## src/rtl/spi_flash_responder_if.sv

```systemverilog
// ---------------------------------------------------------------------------
// spi_flash_responder_if
//   Groups the SPI pins and the user-side command/data bus of the flash
//   responder.
//   slave  : view of the responder (drives MISO, strobes, address, busy)
//   master : view of the SPI master plus user logic (drives SCLK/CS/MOSI,
//            read data and status)
//   Members:
//     i_spi_clk, i_spi_cs, i_spi_mosi   SPI pins into the responder
//     o_spi_miso, o_spi_miso_oe         SPI data out and its drive enable
//     o_cmd, o_cmd_valid                decoded command and update pulse
//     o_addr                            address for o_wr_valid / o_rd_req
//     o_wr_data, o_wr_valid             received write byte and strobe
//     o_rd_req, i_rd_data               read fetch strobe, data 1 cycle later
//     i_status                          status byte for RDSR
//     o_busy                            synchronized chip select asserted
// ---------------------------------------------------------------------------
interface spi_flash_responder_if #(
   parameter int P_ADDR_WIDTH = 24
);
   logic                    i_spi_clk;
   logic                    i_spi_cs;
   logic                    i_spi_mosi;
   logic                    o_spi_miso;
   logic                    o_spi_miso_oe;
   logic [7:0]              o_cmd;
   logic                    o_cmd_valid;
   logic [P_ADDR_WIDTH-1:0] o_addr;
   logic [7:0]              o_wr_data;
   logic                    o_wr_valid;
   logic                    o_rd_req;
   logic [7:0]              i_rd_data;
   logic [7:0]              i_status;
   logic                    o_busy;

   modport slave (
      input  i_spi_clk, i_spi_cs, i_spi_mosi, i_rd_data, i_status,
      output o_spi_miso, o_spi_miso_oe, o_cmd, o_cmd_valid, o_addr,
             o_wr_data, o_wr_valid, o_rd_req, o_busy
   );

   modport master (
      output i_spi_clk, i_spi_cs, i_spi_mosi, i_rd_data, i_status,
      input  o_spi_miso, o_spi_miso_oe, o_cmd, o_cmd_valid, o_addr,
             o_wr_data, o_wr_valid, o_rd_req, o_busy
   );
endinterface

```

## src/rtl/spi_flash_responder.sv

```systemverilog
// ---------------------------------------------------------------------------
// spi_flash_responder
//   SPI target that behaves like the flash side of a serial-flash link.
//   SCLK/CS/MOSI are oversampled on i_clk (must be >= 8x SCLK), an 8-bit
//   command and an address header are decoded, write bytes are handed to a
//   write strobe, read bytes are fetched through a read request and shifted
//   out on MISO, and RDSR returns a status byte repeatedly.
//   Ports:
//     i_clk    system clock
//     i_rst_n  asynchronous active-low reset
//     bus      spi_flash_responder_if.slave (SPI pins + user bus)
//   Optional feature (macro SPI_RESP_WREN_EN):
//     write-enable latch set by 8'h06, cleared by 8'h04 and at the end of
//     every WRITE transaction; WRITE without it is ignored after the header;
//     RDSR reports it in bit 1.
// ---------------------------------------------------------------------------
module spi_flash_responder #(
   parameter int         P_ADDR_WIDTH = 24,
   parameter int         P_PAGE_BITS  = 8,
   parameter logic [7:0] P_CMD_WRITE  = 8'h02,
   parameter logic [7:0] P_CMD_READ   = 8'h03,
   parameter logic [7:0] P_CMD_RDSR   = 8'h05
) (
   input  logic                 i_clk,
   input  logic                 i_rst_n,
   spi_flash_responder_if.slave bus
);
   localparam int CW = $clog2(P_ADDR_WIDTH) + 1;
   localparam logic [CW-1:0] LAST_BYTE_BIT = CW'(7);
   localparam logic [CW-1:0] LAST_ADDR_BIT = CW'(P_ADDR_WIDTH - 1);
   localparam logic [P_ADDR_WIDTH-1:0] PAGE_MASK =
      P_ADDR_WIDTH'((1 << P_PAGE_BITS) - 1);
`ifdef SPI_RESP_WREN_EN
   localparam logic [7:0] CMD_WREN = 8'h06;
   localparam logic [7:0] CMD_WRDI = 8'h04;
`endif

   typedef enum logic [2:0] {
      S_IDLE, S_CMD, S_ADDR, S_WDATA, S_RDATA, S_STAT, S_IGNORE
   } state_t;

   // ---------------------------------------------------------------------
   // Input synchronizers, bit order {sclk, cs, mosi}. CS resets high so the
   // bus reads as deselected (o_busy = 0) while the chain fills.
   // ---------------------------------------------------------------------
   logic [2:0] sync_meta_q;
   logic [2:0] sync_q;
   logic       sclk_prev_q;
   logic [1:0] sync_ok_q;   // sync_q[1] holds a real pin sample once set

   always_ff @(posedge i_clk or negedge i_rst_n) begin
      if (!i_rst_n) begin
         sync_meta_q <= 3'b010;
         sync_q      <= 3'b010;
         sclk_prev_q <= 1'b0;
         sync_ok_q   <= 2'b00;
      end else begin
         sync_meta_q <= {bus.i_spi_clk, bus.i_spi_cs, bus.i_spi_mosi};
         sync_q      <= sync_meta_q;
         sclk_prev_q <= sync_q[2];
         sync_ok_q   <= {sync_ok_q[0], 1'b1};
      end
   end

   logic sclk_s, cs_s, mosi_s, sclk_rise, sclk_fall;
   assign sclk_s    = sync_q[2];
   assign cs_s      = sync_q[1];
   assign mosi_s    = sync_q[0];
   assign sclk_rise = sclk_s & ~sclk_prev_q;
   assign sclk_fall = ~sclk_s & sclk_prev_q;

   // ---------------------------------------------------------------------
   // Main FSM and datapath
   // ---------------------------------------------------------------------
   state_t                  state_q;
   logic                    armed_q;     // CS seen high since reset / last txn
   logic [CW-1:0]           bit_cnt_q;
   logic [P_ADDR_WIDTH-1:0] shift_q;
   logic [P_ADDR_WIDTH-1:0] shift_d;
   logic [7:0]              cmd_q;
   logic                    cmd_valid_q;
   logic [P_ADDR_WIDTH-1:0] addr_q;
   logic [7:0]              wr_data_q;
   logic                    wr_valid_q;
   logic                    rd_req_q;
   logic                    rd_cap_q;    // i_rd_data is valid this cycle
   logic [7:0]              tx_q;
   logic                    miso_q;
   logic                    miso_oe_q;
   logic [7:0]              status_byte;
   logic [P_ADDR_WIDTH-1:0] page_inc;
`ifdef SPI_RESP_WREN_EN
   logic                    wel_q;
   logic                    wr_txn_q;    // current transaction is a WRITE
`endif

   assign shift_d  = {shift_q[P_ADDR_WIDTH-2:0], mosi_s};
   // Only the in-page bits advance during a write burst.
   assign page_inc = (addr_q & ~PAGE_MASK) | ((addr_q + 1'b1) & PAGE_MASK);

`ifdef SPI_RESP_WREN_EN
   assign status_byte = {bus.i_status[7:2], wel_q, bus.i_status[0]};
`else
   assign status_byte = bus.i_status;
`endif

   always_ff @(posedge i_clk or negedge i_rst_n) begin
      if (!i_rst_n) begin
         state_q     <= S_IDLE;
         armed_q     <= 1'b0;
         bit_cnt_q   <= '0;
         shift_q     <= '0;
         cmd_q       <= '0;
         cmd_valid_q <= 1'b0;
         addr_q      <= '0;
         wr_data_q   <= '0;
         wr_valid_q  <= 1'b0;
         rd_req_q    <= 1'b0;
         rd_cap_q    <= 1'b0;
         tx_q        <= '0;
         miso_q      <= 1'b0;
         miso_oe_q   <= 1'b0;
`ifdef SPI_RESP_WREN_EN
         wel_q       <= 1'b0;
         wr_txn_q    <= 1'b0;
`endif
      end else begin
         cmd_valid_q <= 1'b0;
         wr_valid_q  <= 1'b0;
         rd_req_q    <= 1'b0;
         rd_cap_q    <= rd_req_q;

         if (miso_oe_q && sclk_fall) begin
            miso_q <= tx_q[7];
            tx_q   <= {tx_q[6:0], 1'b0};
         end
         // Fetched byte lands one cycle after the request; the fetch
         // address then advances over the full width.
         if (rd_cap_q) begin
            tx_q   <= bus.i_rd_data;
            addr_q <= addr_q + 1'b1;
         end
         if (wr_valid_q) begin
            addr_q <= page_inc;
         end

         // CS release wins over any byte completing in the same cycle.
         if (state_q != S_IDLE && cs_s) begin
            state_q   <= S_IDLE;
            bit_cnt_q <= '0;
            miso_q    <= 1'b0;
            miso_oe_q <= 1'b0;
`ifdef SPI_RESP_WREN_EN
            if (wr_txn_q) begin
               wel_q <= 1'b0;
            end
            wr_txn_q  <= 1'b0;
`endif
         end else begin
            case (state_q)
               S_IDLE: begin
                  if (sync_ok_q[1] && cs_s) begin
                     armed_q <= 1'b1;
                  end
                  if (armed_q && !cs_s) begin
                     state_q   <= S_CMD;
                     armed_q   <= 1'b0;
                     bit_cnt_q <= '0;
                     shift_q   <= '0;
                  end
               end

               S_CMD: if (sclk_rise) begin
                  shift_q   <= shift_d;
                  bit_cnt_q <= bit_cnt_q + 1'b1;
                  if (bit_cnt_q == LAST_BYTE_BIT) begin
                     cmd_q       <= shift_d[7:0];
                     cmd_valid_q <= 1'b1;
                     bit_cnt_q   <= '0;
                     if (shift_d[7:0] == P_CMD_WRITE || shift_d[7:0] == P_CMD_READ) begin
                        state_q <= S_ADDR;
`ifdef SPI_RESP_WREN_EN
                        wr_txn_q <= (shift_d[7:0] == P_CMD_WRITE);
`endif
                     end else if (shift_d[7:0] == P_CMD_RDSR) begin
                        state_q   <= S_STAT;
                        tx_q      <= status_byte;
                        miso_oe_q <= 1'b1;
`ifdef SPI_RESP_WREN_EN
                     end else if (shift_d[7:0] == CMD_WREN) begin
                        wel_q   <= 1'b1;
                        state_q <= S_IGNORE;
                     end else if (shift_d[7:0] == CMD_WRDI) begin
                        wel_q   <= 1'b0;
                        state_q <= S_IGNORE;
`endif
                     end else begin
                        state_q <= S_IGNORE;
                     end
                  end
               end

               S_ADDR: if (sclk_rise) begin
                  shift_q   <= shift_d;
                  bit_cnt_q <= bit_cnt_q + 1'b1;
                  if (bit_cnt_q == LAST_ADDR_BIT) begin
                     bit_cnt_q <= '0;
                     addr_q    <= shift_d;
                     if (cmd_q == P_CMD_READ) begin
                        state_q   <= S_RDATA;
                        rd_req_q  <= 1'b1;
                        miso_oe_q <= 1'b1;
                     end else begin
`ifdef SPI_RESP_WREN_EN
                        state_q <= wel_q ? S_WDATA : S_IGNORE;
`else
                        state_q <= S_WDATA;
`endif
                     end
                  end
               end

               S_WDATA: if (sclk_rise) begin
                  shift_q   <= shift_d;
                  bit_cnt_q <= bit_cnt_q + 1'b1;
                  if (bit_cnt_q == LAST_BYTE_BIT) begin
                     bit_cnt_q  <= '0;
                     wr_data_q  <= shift_d[7:0];
                     wr_valid_q <= 1'b1;
                  end
               end

               S_RDATA: if (sclk_rise) begin
                  bit_cnt_q <= bit_cnt_q + 1'b1;
                  if (bit_cnt_q == LAST_BYTE_BIT) begin
                     bit_cnt_q <= '0;
                     rd_req_q  <= 1'b1;
                  end
               end

               S_STAT: if (sclk_rise) begin
                  bit_cnt_q <= bit_cnt_q + 1'b1;
                  if (bit_cnt_q == LAST_BYTE_BIT) begin
                     bit_cnt_q <= '0;
                     tx_q      <= status_byte;
                  end
               end

               S_IGNORE: begin
               end

               default: state_q <= S_IDLE;
            endcase
         end
      end
   end

   assign bus.o_spi_miso    = miso_q & miso_oe_q;
   assign bus.o_spi_miso_oe = miso_oe_q;
   assign bus.o_cmd         = cmd_q;
   assign bus.o_cmd_valid   = cmd_valid_q;
   assign bus.o_addr        = addr_q;
   assign bus.o_wr_data     = wr_data_q;
   assign bus.o_wr_valid    = wr_valid_q;
   assign bus.o_rd_req      = rd_req_q;
   assign bus.o_busy        = ~cs_s;
endmodule

```

## src/flat_wrapper.sv

```systemverilog
// flat-port wrapper written by rule: the top's interface ports become plain ports
module spi_flash_responder_flat 
#(
   parameter int         P_ADDR_WIDTH = 24,
   parameter int         P_PAGE_BITS  = 8,
   parameter logic [7:0] P_CMD_WRITE  = 8'h02,
   parameter logic [7:0] P_CMD_READ   = 8'h03,
   parameter logic [7:0] P_CMD_RDSR   = 8'h05
)
  (i_clk, i_rst_n, bus_i_spi_clk, bus_i_spi_cs, bus_i_spi_mosi, bus_i_rd_data, bus_i_status, bus_o_spi_miso, bus_o_spi_miso_oe, bus_o_cmd, bus_o_cmd_valid, bus_o_addr, bus_o_wr_data, bus_o_wr_valid, bus_o_rd_req, bus_o_busy);
  spi_flash_responder_if #(.P_ADDR_WIDTH(P_ADDR_WIDTH)) bus_i ();
  input  logic i_clk;
  input  logic i_rst_n;
  input wire logic [$bits(bus_i.i_spi_clk)-1:0] bus_i_spi_clk;
  input wire logic [$bits(bus_i.i_spi_cs)-1:0] bus_i_spi_cs;
  input wire logic [$bits(bus_i.i_spi_mosi)-1:0] bus_i_spi_mosi;
  input wire logic [$bits(bus_i.i_rd_data)-1:0] bus_i_rd_data;
  input wire logic [$bits(bus_i.i_status)-1:0] bus_i_status;
  output wire logic [$bits(bus_i.o_spi_miso)-1:0] bus_o_spi_miso;
  output wire logic [$bits(bus_i.o_spi_miso_oe)-1:0] bus_o_spi_miso_oe;
  output wire logic [$bits(bus_i.o_cmd)-1:0] bus_o_cmd;
  output wire logic [$bits(bus_i.o_cmd_valid)-1:0] bus_o_cmd_valid;
  output wire logic [$bits(bus_i.o_addr)-1:0] bus_o_addr;
  output wire logic [$bits(bus_i.o_wr_data)-1:0] bus_o_wr_data;
  output wire logic [$bits(bus_i.o_wr_valid)-1:0] bus_o_wr_valid;
  output wire logic [$bits(bus_i.o_rd_req)-1:0] bus_o_rd_req;
  output wire logic [$bits(bus_i.o_busy)-1:0] bus_o_busy;
  assign bus_i.i_spi_clk = bus_i_spi_clk;
  assign bus_i.i_spi_cs = bus_i_spi_cs;
  assign bus_i.i_spi_mosi = bus_i_spi_mosi;
  assign bus_i.i_rd_data = bus_i_rd_data;
  assign bus_i.i_status = bus_i_status;
  assign bus_o_spi_miso = bus_i.o_spi_miso;
  assign bus_o_spi_miso_oe = bus_i.o_spi_miso_oe;
  assign bus_o_cmd = bus_i.o_cmd;
  assign bus_o_cmd_valid = bus_i.o_cmd_valid;
  assign bus_o_addr = bus_i.o_addr;
  assign bus_o_wr_data = bus_i.o_wr_data;
  assign bus_o_wr_valid = bus_i.o_wr_valid;
  assign bus_o_rd_req = bus_i.o_rd_req;
  assign bus_o_busy = bus_i.o_busy;
  spi_flash_responder #(.P_ADDR_WIDTH(P_ADDR_WIDTH), .P_PAGE_BITS(P_PAGE_BITS), .P_CMD_WRITE(P_CMD_WRITE), .P_CMD_READ(P_CMD_READ), .P_CMD_RDSR(P_CMD_RDSR)) u_core (.i_clk(i_clk), .i_rst_n(i_rst_n), .bus(bus_i));
endmodule
```

## config.mk

```make
export PLATFORM = sky130hd
export DESIGN_NAME = spi_flash_responder_flat
export DESIGN_NICKNAME = d
export VERILOG_FILES = /design/src/rtl/spi_flash_responder_if.sv /design/src/rtl/spi_flash_responder.sv /design/src/flat_wrapper.sv
export SDC_FILE = /design/constraint.sdc
export NUM_CORES = 1
export LEC_CHECK = 0
export ABC_CLOCK_PERIOD_IN_PS = 5800
export CAP_MARGIN = 20
export CORE_ASPECT_RATIO = 1.25
export CORE_MARGIN = 5
export CORE_UTILIZATION = 56
export DETAILED_ROUTE_END_ITERATION = 6
export GPL_ROUTABILITY_DRIVEN = 1
export HOLD_SLACK_MARGIN = 0.15
export PLACE_DENSITY = 0.81
export SYNTH_ARGS = -nofsm -noshare
export SYNTH_HDL_FRONTEND = slang
export SYNTH_SLANG_ARGS = --single-unit
```

## constraint.sdc

```tcl
create_clock -name i_clk -period 5.8 [get_ports i_clk]
set_clock_uncertainty 0.05 [all_clocks]
set_input_delay 1.16 -clock i_clk [delete_from_list [all_inputs] [get_ports i_clk]]
set_output_delay 1.16 -clock i_clk [all_outputs]
set_load 0.1 [all_outputs]
```

# [After elaboration in Yosys (flattened, before gate mapping)]
# Index checks and enable logic that the tools add are counted.
[totals] inputBits=21 register_bits=96 wordCells=135 output_inout_bits=46
[op_classes] n_eq_ne=24 bitwise_logic=8 reduce_logical=23 n_mux=60 addsub=2
[ops] op="two-way mux 24 bit" count=6
[ops] op="two-way mux 8 bit" count=9
[ops] op="two-way mux 23 bit" count=2
[ops] op="case mux 23 bit (2 select lines)" count=1
[ops] op="two-way mux 6 bit" count=6
[ops] op="adder 24 x 1 -> 24 bit (second input constant)" count=1
[ops] op="== test 8 x 2 -> 1 bit (second input constant)" count=3
[ops] op="two-way mux 3 bit" count=8
[ops] op="!= test 3 x 1 -> 1 bit (second input constant)" count=8
[ops] op="OR 24 x 8 -> 24 bit" count=1
[ops] op="two-way mux 1 bit" count=22
[ops] op="case mux 6 bit (3 select lines)" count=1
[ops] op="case mux 8 bit (2 select lines)" count=1
[ops] op="AND reduction 4 bit" count=4
[ops] op="case mux 3 bit (4 select lines)" count=1
[ops] op="== test 3 bit (second input constant)" count=3
[ops] op="== test 8 x 3 -> 1 bit (second input constant)" count=1
[ops] op="AND reduction 8 bit" count=1
[ops] op="OR reduction 4 bit" count=2
[ops] op="adder 6 x 1 -> 6 bit (second input constant)" count=1
[ops] op="== test 3 x 2 -> 1 bit (second input constant)" count=2
[ops] op="== test 6 x 3 -> 1 bit (second input constant)" count=1
[ops] op="== test 6 x 5 -> 1 bit (second input constant)" count=1
[ops] op="!= test 2 x 1 -> 1 bit (second input constant)" count=3
[ops] op="16 further kinds" count=28

# [Depth between registers and ports, before layout]
# Gate-level depths: netlist of the first run.
[logic_depth] depth_word=11 mapped_depth=7 depth_no_buf=6

# [Worst setup path after synthesis of the first run]
# OpenSTA, ideal clock, no wires.
[synth_path] path_kind="reg2out" from="register u_core.miso_oe_q, in the netlist u_core.bus.o_spi_miso_oe" to="output bus_o_spi_miso" arrival_ps=1797 n_path_buf=0 path_slack_ps=2793 t_required_ps=4590 path_stages_with_launch=2 cell_sequence="dfrtp_1 > and2_1"
[synth_via] elab_chain_len=1
[synth_lines] item="start: declaration" line_no="spi_flash_responder.sv:89" text="logic miso_oe_q;"
[synth_lines] item="start signal: assignment" line_no="spi_flash_responder.sv:122" text="miso_oe_q <= 1'b0;"
[synth_lines] item="start signal: assignment" line_no="spi_flash_responder.sv:152" text="miso_oe_q <= 1'b0;"
[synth_lines] item="start signal: assignment" line_no="spi_flash_responder.sv:188" text="miso_oe_q <= 1'b1;"
[synth_lines] item="bitwise AND 1 bit" line_no="spi_flash_responder.sv:258" text="assign bus.o_spi_miso = miso_q & miso_oe_q;"
[synth_lines] item="end: declaration" line_no="flat_wrapper.sv:19" text="output wire logic [$bits(bus_i.o_spi_miso)-1:0] bus_o_spi_miso;"
# No other way between the ends.

# [Worst setup path after layout of the first run]
[layout_path] from="register u_core.sync_q[1]" to="output bus_o_busy"
[layout_via] elab_chain_len=1
[layout_lines] item="start: declaration" line_no="spi_flash_responder.sv:47" text="logic [2:0] sync_q;"
[layout_lines] item="start signal: assignment" line_no="spi_flash_responder.sv:59" text="sync_q <= sync_meta_q;"
[layout_lines] item="inverter 1 bit" line_no="spi_flash_responder.sv:266" text="assign bus.o_busy = ~cs_s;"
[layout_lines] item="end: declaration" line_no="flat_wrapper.sv:27" text="output wire logic [$bits(bus_i.o_busy)-1:0] bus_o_busy;"
# No other way between the ends.

==> metrics.txt, run 1 <==
clk slew on worst S/H paths=0.09 ns; Longest Clk Path Bufs=2; CP max stage delay=1.17 ns; largest area contributor in the netlist=dfrtp_1; final antenna-violating net count=0; asr flop ratio synth=between 90% and 100%; Initial Utilization=56.8%; number of H-tree branching levels=3; FP Rows=37; total clock sinks=96; crit path cell chain=inv_1, clkdlybuf4s50_1; # DRC=0; drt pass-1 iters=5; worst reg2reg endpoint=u_core.tx_q[5]; Post-synth EDFFs=0; P per Cell Area=315 nW/um^2; max_slew headroom=32.4%; Crit Path Max Fanout=9; R2R depth=5; Hold Path Class=reg2reg; initial drt markers=just under 200; flop2flop setup slack=3.29 ns; global placer's final weighted congestion=~0.92; post-cts gate resize count=0; ys flop type=dfrtp_1; # nets final=approximately 550; WL per Instance=15.5 um; slowest CP cell=clkdlybuf4s50_1; HP Start=u_core.sync_meta_q[2]; critical path class=reg2out; Syn Nets=493; Final period util=57.5%; Cells after Synth=470; Max VDD drop=0.181 mV; hold depth=0; initial antenna violation count=0; Least-Margin Pin Slew=1.01 ns; die span in y=112 um; post-synth cell types=55; critical path's top delay family=buffers and inverters; count of final setup violators=0; Buf+Inv Stages, Crit Path=2; final wirelength=9720 um; Worst setup SP type=flop; GRT Overall Usage=20.3%; FMAX=300 MHz; CP endpoint kind=primary output; placed cells=between 600 and 700; post-synthesis sequential area ratio=51.7%; # port buffers=66; Worst R2R Start=u_core.shift_q[6]; Syn. warnings=0; largest net degree at the start of global routing=51; outcome=finished clean; vias per inst=5.68; Syn Area/Cell=9.90 sq um; half-perimeter wire length after placement=6820 um; Synth area leaders=dfrtp_1, nand2_1, o21ai_0, mux2_2, a21oi_1; post-route setup TNS=0 ns; die area=10200 sq um; Layout Cells excl Fill=628; Setup Fix Bufs, Post-CTS=0; vias=3565; Die X=between 90 and 100 um; diode count=0; P&R area growth vs syn=18.9%; CTS Buf Count=9; WP data arrival=about 2.1 ns; Root Buffer Master=clkbuf_8; hold worst-path end=u_core.sync_q[2]; first-pass GRT wire length=17000 um; number of synthesized register bits=96; Yosys top cell area share=50.6%; Final Hold Fails=0; GRT Residual Overflow=0; FILL cells=631; RSZ-0062 raised after global routing=no; highest-count cells in the layout ignoring fill and taps=dfrtp_1, nand2_1, clkdlybuf4s50_1; IO Pins=67; Hold-fix buffers, CTS=0; CTS tree=done; worst-skew pair later-pin latency=0.36 ns; Leak=0.00239 uW; area of the multi-input gates=about 2100 sq um; mapped cell area=4650 sq um; Max Cap Violations=0; commonest non-fill, non-tap cell in the layout=dfrtp_1; Slew Limit Fails=0; Req. time, crit path=approximately 4.6 ns; min cycle time layout=3.33 ns; core outline area=8190 sq um; Reg area=2400 sq um; number of global-route vias before repair=3569; layout cell share with drive strength beyond 1=11.5%
==> state kept, by name, summed over array words and instances, names as in the netlist, 3 cells and up <==
signal	count
u_core.bus.o_addr	24
u_core.shift_q	23
u_core.bus.o_cmd	8
u_core.bus.o_wr_data	8
u_core.tx_q	8
u_core.bit_cnt_q	6
u_core.state_q	3
u_core.sync_meta_q	3
u_core.sync_q	3
==> per-stage QoR <==
step	setup WS, ns	instance area [sq um]	total power [uW]	hold WS, ns	util, %
floorplan	2.79	4650	1180	0.281	-
global route	2.38	5530	1850	0.317	67.5
detailed placement	2.87	5330	1300	0.287	65.0
finish	2.47	5530	1740	0.307	67.5
global placement	2.90	5330	1280	0.282	65.0
CTS	2.45	5530	1750	0.310	67.5
==> report_power, final <==
part	internal [uW]	leakage (uW)	switching [uW]
clock network	205	0.0000982	246
logic	182	0.00101	289
registers	731	0.00128	91.1
total	1120	0.00239	626
==> synthesized netlist by cell type, types with 3 or more instances <==
library cell and number:
mux2_4 7, nand2_1 74, xor2_1 8, mux2i_1 10
clkbuf_1 14, buf_4 3, o21ai_0 42, a21oi_1 33
xnor2_1 15, nand4_1 5, dfrtp_1 94, and3_1 5
nand2b_1 6, or3_1 4, mux2_2 18, nand3_1 9
nor4_1 5, o22ai_1 3, or2_2 4, buf_2 4
inv_1 10, and2_1 3, nor2_1 42, nor3_1 10
buf_6 3
==> final cells by class <==
type	count	share of cell area [%]
tap	97	2.19
timing repair buffer	70	12.4
multi-input combinational	339	37.5
clock inverter	7	1.43
inverter	10	0.679
clock buffer	9	2.24
sequential	96	43.5
==> kinds of logic after synthesis <==
logic type | share of synthesized area (%)
other cells | 0.0806
mux | 8.77
flops | 51.7
buf+inv | 3.68
simple gates | 19.3
compound gates | 11.4
xor+xnor | 4.33
fa+ha+maj | 0.753
==> how the worst max path moves through the flow <==
stage | startpoint | endpoint | slack [ns] | cells past startpoint
after global routing | u_core.sync_q[1] | bus_o_busy | 2.38 | 2
after CTS | u_core.sync_q[1] | bus_o_busy | 2.45 | 2
after floorplan | u_core.bus.o_spi_miso_oe | bus_o_spi_miso | 2.79 | 1
final | u_core.sync_q[1] | bus_o_busy | 2.47 | 2
after detailed placement | u_core.sync_q[1] | bus_o_busy | 2.87 | 2
after global placement | u_core.sync_q[1] | bus_o_busy | 2.90 | 2
==> per-layer routing <==
| layer | wire length, um | vias up | share of wire [%] | global-route usage [%] |
|---|---|---|---|---|
| met5 | 0 | - | 0 | 0 |
| met4 | 244 | 0 | 2.5 | 9.36 |
| met3 | 315 | 20 | 3.2 | 2.43 |
| met2 | 5020 | 86 | 52 | 34.5 |
| met1 | 4140 | 1727 | 43 | 25.7 |
| li1 | - | 1732 | - | - |
(Power assumes the default switching activity.)
==> run 2: changes to the inputs <==
--- a/config.mk
+++ b/config.mk
@@ -5,15 +5,15 @@
 export SDC_FILE = /design/constraint.sdc
 export NUM_CORES = 1
 export LEC_CHECK = 0
-export ABC_CLOCK_PERIOD_IN_PS = 5800
+export ABC_CLOCK_PERIOD_IN_PS = 3100
 export CAP_MARGIN = 20
 export CORE_ASPECT_RATIO = 1.25
 export CORE_MARGIN = 5
-export CORE_UTILIZATION = 56
+export CORE_UTILIZATION = 55
 export DETAILED_ROUTE_END_ITERATION = 6
 export GPL_ROUTABILITY_DRIVEN = 1
 export HOLD_SLACK_MARGIN = 0.15
-export PLACE_DENSITY = 0.81
+export PLACE_DENSITY = 0.8
 export SYNTH_ARGS = -nofsm -noshare
 export SYNTH_HDL_FRONTEND = slang
 export SYNTH_SLANG_ARGS = --single-unit
==> constraint.sdc (replaced) <==
create_clock -name i_clk -period 3.1 [get_ports i_clk]
set_clock_uncertainty 0.05 [all_clocks]
set_input_delay 0.62 -clock i_clk [delete_from_list [all_inputs] [get_ports i_clk]]
set_output_delay 0.62 -clock i_clk [all_outputs]
set_load 0.1 [all_outputs]
==> metrics.txt, run 2 (synthesis gave the netlist of run 1 again) <==
outcome=finished clean; CTS tree=done; P_sw=1120 uW (+80%); drt pass-1 iters=4 (-1); P per Cell Area=584 nW/um^2 (+85%); max_slew headroom=55.2% (+23 points); P&R area growth vs syn=16.1%; CP max stage delay=0.48 ns (-0.69 ns); diode count=0 (unchanged); initial antenna violation count=0 (unchanged); min cycle time layout=2.44 ns; global placer's final weighted congestion=0.890 (-3.1%); post-route setup TNS=0 ns (unchanged); number of H-tree branching levels=3 (unchanged); first-pass GRT wire length=16600 um (-1.8%); sequential share of power=48.6% (+1.4 points); half-perimeter wire length after placement=6830 um (+0.28%); Setup Fix Bufs, Post-CTS=0 (unchanged); switching portion of total power=35.7% (-0.22 points); CTS Buf Count=9 (unchanged); Max VDD drop=0.386 mV (+110%); final antenna-violating net count=0 (unchanged); layout cell share with drive strength beyond 1=19.6% (+8.1 points); CP Depth=5 (+3); WP data arrival=2.63 ns (+0.51 ns); IO Pins=67 (unchanged); Final period util=between 70 and 80%; WL per Instance=15.3 um (-1.1%); Crit Path Max Fanout=8 (-1); vias=3525 (-1.1%); final core utilization=65.5% (-2.0 points); clk slew on worst S/H paths=0.09 ns (about the same); Buf+Inv Stages, Crit Path=0 (-2); Max Cap Violations=0 (unchanged); P_int=2030 uW (+81%); Longest Clk Path Bufs=2 (unchanged); Leak=0.00248 uW (+3.5%); vias per inst=5.61 (-1.1%); Hold Path Class=in2async; post-cts gate resize count=0 (unchanged); final wirelength=9610 um (-1.1%); clock power share=23.8% (-2.1 points); number of global-route vias before repair=3434 (-3.8%); count of final setup violators=0 (unchanged); Final Hold Fails=0 (unchanged); highest-count cells in the layout ignoring fill and taps=dfrtp_1, nand2_1, buf_4; R2R depth=5 (unchanged); Final Power=3150 uW (+81%); flip-flop count of the largest register after layout=24 (unchanged); Worst setup SP type=flop; critical path class=reg2reg; commonest non-fill, non-tap cell in the layout=dfrtp_1; total clock sinks=96 (unchanged); Req. time, crit path=3.30 ns (-1.29 ns); initial drt markers=152 (-23%); # port buffers=66 (unchanged); slowest CP cell=and2_1; Hold-fix buffers, CTS=0 (unchanged); critical path's top delay family=simple AND/OR/NAND/NOR gates; RSZ-0062 raised after global routing=no; Least-Margin Pin Slew=0.670 ns (-0.341 ns); Die X=92.3 um (+0.81%); Logic pwr share=27.6% (+0.6 points); # nets final=549 (unchanged); die span in y=113 um (+0.82%); FP Rows=37 (unchanged); die area=10400 sq um (+1.6%); worst-skew pair later-pin latency=0.36 ns (about the same); largest net degree at the start of global routing=97 (+90%); GRT Residual Overflow=0 (unchanged); FILL cells=661 (+4.8%); crit path cell chain=nor4b_2, nand4b_1, a2111oi_2, and2_1, mux2_4; core outline area=8240 sq um (+0.56%); Root Buffer Master=clkbuf_8; FMAX=410 MHz; Initial Utilization=56.5% (-0.32 points); Slew Limit Fails=0 (unchanged); # DRC=0 (unchanged); CP endpoint kind=flop; GRT Overall Usage=19.7% (-0.53 points)
-- run 2: metrics by stage --
step	hold slack, ns	cell area, sq um	setup WS [ns]	cells
4_1_cts	0.266	5400	0.671	628
3_5_place_dp	0.291	5230	0.687	612
3_3_place_gp	0.282	5230	0.736	612
2_1_floorplan	0.274	4650	0.633	470
6_report	0.244	5400	0.663	628
5_1_grt	0.240	5400	0.532	628
-- run 2: final timing paths --
path / start / endpoint / slack (ns)
worst min register to register: u_core.sync_ok_q[0] / u_core.sync_ok_q[1] / 0.31
worst max-delay path: u_core.shift_q[6] / u_core.tx_q[1] / 0.66
worst max register to register: u_core.shift_q[6] / u_core.tx_q[1] / 0.66
max in group asynchronous: i_rst_n / u_core.sync_meta_q[1] / 2.38
min in group i_clk: u_core.sync_ok_q[0] / u_core.sync_ok_q[1] / 0.31
worst min-delay path: i_rst_n / u_core.bus.o_cmd[4] / 0.24
-- run 2: worst register-to-register path: stages (launching register included) --
cell and delay (ns):
dfrtp_1 0.46, nor4b_2 0.31, nand4b_1 0.22, a2111oi_2 0.46
and2_1 0.48, mux2_4 0.34
-- run 2: cell type report --
cell class / instances / area [sq um] / share of cell area, %
repair buffers: 70 / 586 / 10.8
inverters: 10 / 37.5 / 0.695
multi-input cells: 339 / 2080 / 38.5
clock buffers: 13 / 149 / 2.76
clock inverters: 3 / 25.0 / 0.463
flip-flops and latches: 96 / 2400 / 44.5
well taps: 97 / 121 / 2.25
-- run 2: power groups by stage --
stage | registers [uW] | clock network (uW) | logic [uW]
global placement | 1550 | 0 | 854
CTS | 1530 | 764 | 876
finish | 1530 | 749 | 871
detailed placement | 1550 | 0 | 875
global route | 1560 | 820 | 982
floorplan | 1500 | 0 | 701
-- run 2: layer usage --
layer / track usage [%] / share of wire (%) / up-vias
li1: - / - / 1734
met4: 7.04 / 0.67 / 0
met3: 2.86 / 3.8 / 6
met5: 0 / 0 / -
met2: 33.6 / 52 / 65
met1: 25.8 / 44 / 1720
==> run 3: changes to the inputs <==
--- a/config.mk
+++ b/config.mk
@@ -5,15 +5,15 @@
 export SDC_FILE = /design/constraint.sdc
 export NUM_CORES = 1
 export LEC_CHECK = 0
-export ABC_CLOCK_PERIOD_IN_PS = 3100
+export ABC_CLOCK_PERIOD_IN_PS = 2200
 export CAP_MARGIN = 20
 export CORE_ASPECT_RATIO = 1.25
 export CORE_MARGIN = 5
-export CORE_UTILIZATION = 55
+export CORE_UTILIZATION = 49
 export DETAILED_ROUTE_END_ITERATION = 6
 export GPL_ROUTABILITY_DRIVEN = 1
 export HOLD_SLACK_MARGIN = 0.15
-export PLACE_DENSITY = 0.8
+export PLACE_DENSITY = 0.75
 export SYNTH_ARGS = -nofsm -noshare
 export SYNTH_HDL_FRONTEND = slang
 export SYNTH_SLANG_ARGS = --single-unit
==> constraint.sdc (replaced) <==
create_clock -name i_clk -period 2.2 [get_ports i_clk]
set_clock_uncertainty 0.05 [all_clocks]
set_input_delay 0.44 -clock i_clk [delete_from_list [all_inputs] [get_ports i_clk]]
set_output_delay 0.44 -clock i_clk [all_outputs]
set_load 0.1 [all_outputs]
==> metrics.txt, run 3 (synthesis gave the netlist of run 1 again) <==
outcome=finished clean; initial antenna violation count=0 (unchanged); post-route cell area=5850 sq um (+8.3%); hold worst-path end=u_core.sync_q[2]; Max VDD drop=0.451 mV (+17%); Final Power=5210 uW (+65%); commonest non-fill, non-tap cell in the layout=dfrtp_1; layout cell share with drive strength beyond 1=27.4% (+7.9 points); Max Cap Violations=0 (unchanged); global placer's final weighted congestion=0.839 (-5.8%); largest net degree at the start of global routing=60 (-38%); flop2flop setup slack=0.09 ns (-0.57 ns); Final period util=95.8% (+17 points); Layout Cells excl Fill=677 (+7.8%); FILL cells=736 (+11%); WL per Instance=15.0 um (-2.2%); GRT Residual Overflow=0 (unchanged); half-perimeter wire length after placement=7230 um (+5.7%); flip-flop count of the largest register after layout=24 (unchanged); first-pass GRT wire length=17400 um (+4.6%); Least-Margin Pin Slew=0.585 ns (-0.0851 ns); count of final setup violators=0 (unchanged); Hold Path Class=reg2reg; Worst R2R Start=u_core.bus.o_cmd[5]; IO Pins=67 (unchanged); initial drt markers=195 (+28%); Initial Utilization=50.5% (-6.0 points); die span in y=119 um (+5.4%); max_slew headroom=60.7% (+5.5 points); vias=3611 (+2.4%); # port buffers=66 (unchanged); # DRC=0 (unchanged); Longest Clk Path Bufs=2 (unchanged); CTS Buf Count=9 (unchanged); Slew Limit Fails=0 (unchanged); worst reg2reg endpoint=u_core.state_q[0]; placed cells=658 (+7.5%); vias per inst=5.33 (-5.0%); WP data arrival=2.28 ns (-0.35 ns); Leak=0.00266 uW (+7.3%); final antenna-violating net count=0 (unchanged); drt pass-1 iters=4 (unchanged); P per Cell Area=890 nW/um^2 (+52%); R2R depth=5 (unchanged); Cell Area, Placed=5500 sq um (+5.2%); # nets final=572 (+4.2%); Crit Path Max Fanout=3 (-5); highest-count cells in the layout ignoring fill and taps=dfrtp_1, nand2_1, buf_4; min cycle time layout=2.11 ns (-0.330 ns); worst-skew pair later-pin latency=0.34 ns (-0.02 ns); GRT Overall Usage=18.1% (-1.7 points); Die X=97.2 um (+5.3%); Worst setup SP type=flop; crit path cell chain=or4_4, nor4_4, nor3_1, o31a_1, mux2_2; final worst setup slack=0.0928 ns (-0.570 ns); number of global-route vias before repair=3695 (+7.6%); slowest CP cell=or4_4; final wirelength=10100 um (+5.5%); Buf+Inv Stages, Crit Path=0 (unchanged); clk slew on worst S/H paths=0.07 ns (-0.02 ns); Placement Setup Slack=0.0517 ns (-0.635 ns); post-route setup TNS=0 ns (unchanged); Final Hold Fails=0 (unchanged); total clock sinks=96 (unchanged); die area=11600 sq um (+11%); number of H-tree branching levels=3 (unchanged); CP max stage delay=0.55 ns (+0.07 ns); core outline area=9220 sq um (+12%); diode count=0 (unchanged); critical path class=reg2reg; CP Depth=5 (unchanged); CP endpoint kind=flop; critical path's top delay family=simple AND/OR/NAND/NOR gates; HP Start=u_core.sync_meta_q[2]; Root Buffer Master=clkbuf_16; FP Rows=39 (+5.4%); CTS tree=done; P&R area growth vs syn=25.7%; FMAX=475 MHz (+16%); Req. time, crit path=2.38 ns (-0.92 ns); hold depth=0
==> run 3: worst reg2reg max path, delay by kind of cell (launching register included) <==
family | cells | cell delay [ns]
flip-flops | 1 | 0.41
AND/OR/NAND/NOR | 3 | 0.97
AO/OA/AOI/OAI | 1 | 0.30
multiplexers | 1 | 0.26
==> run 3: per-stage QoR <==
step                hold slack (ns)  utilization (%)
detailed placement            0.259             59.6
finish                        0.298             63.4
CTS                           0.301             63.0
floorplan                    0.0944                -
global route                  0.312             63.4
global placement              0.254             59.6
==> run 3: final cells by class <==
cell class	instances	area (sq um)	area share (%)
Tap cell	123	154	2.63
Inverter	10	37.5	0.642
Clock buffer	9	225	3.85
Multi-Input combinational cell	339	2100	35.9
Clock inverter	7	78.8	1.35
Timing Repair Buffer	93	823	14.1
Sequential cell	96	2430	41.5
==> run 3: metal layers <==
metal	track usage, %	routed length, um
met3	2.81	357
met5	0	0
met4	7.55	202
met1	21.4	4190
met2	32.5	5390
==> run 3: report_power, final <==
group          internal [uW]  switching (uW)  total, uW
sequential              1930             117       2050
combinational            648             926       1570
clock                    897             689       1590
total                   3480            1730       5210
==> run 3: repair_timing <==
action                                  CTS  global route
hold endpoints to repair                 12             0
endpoints found under the setup margin    0            22
hold buffers                              1             0
setup buffers                             0             2
gates resized for setup                   0             5
==> run 3: worst max-delay path by stage <==
stage / start / to / slack, ns
floorplan: u_core.bus.o_cmd[5] / u_core.state_q[0] / -0.04
global placement: u_core.shift_q[6] / u_core.tx_q[2] / 0.07
detailed placement: u_core.shift_q[6] / u_core.tx_q[5] / 0.05
CTS: u_core.shift_q[6] / u_core.tx_q[4] / 0.04
global route: u_core.bit_cnt_q[1] / u_core.bus.o_addr[16] / -0.008
finish: u_core.bus.o_cmd[5] / u_core.state_q[0] / 0.09
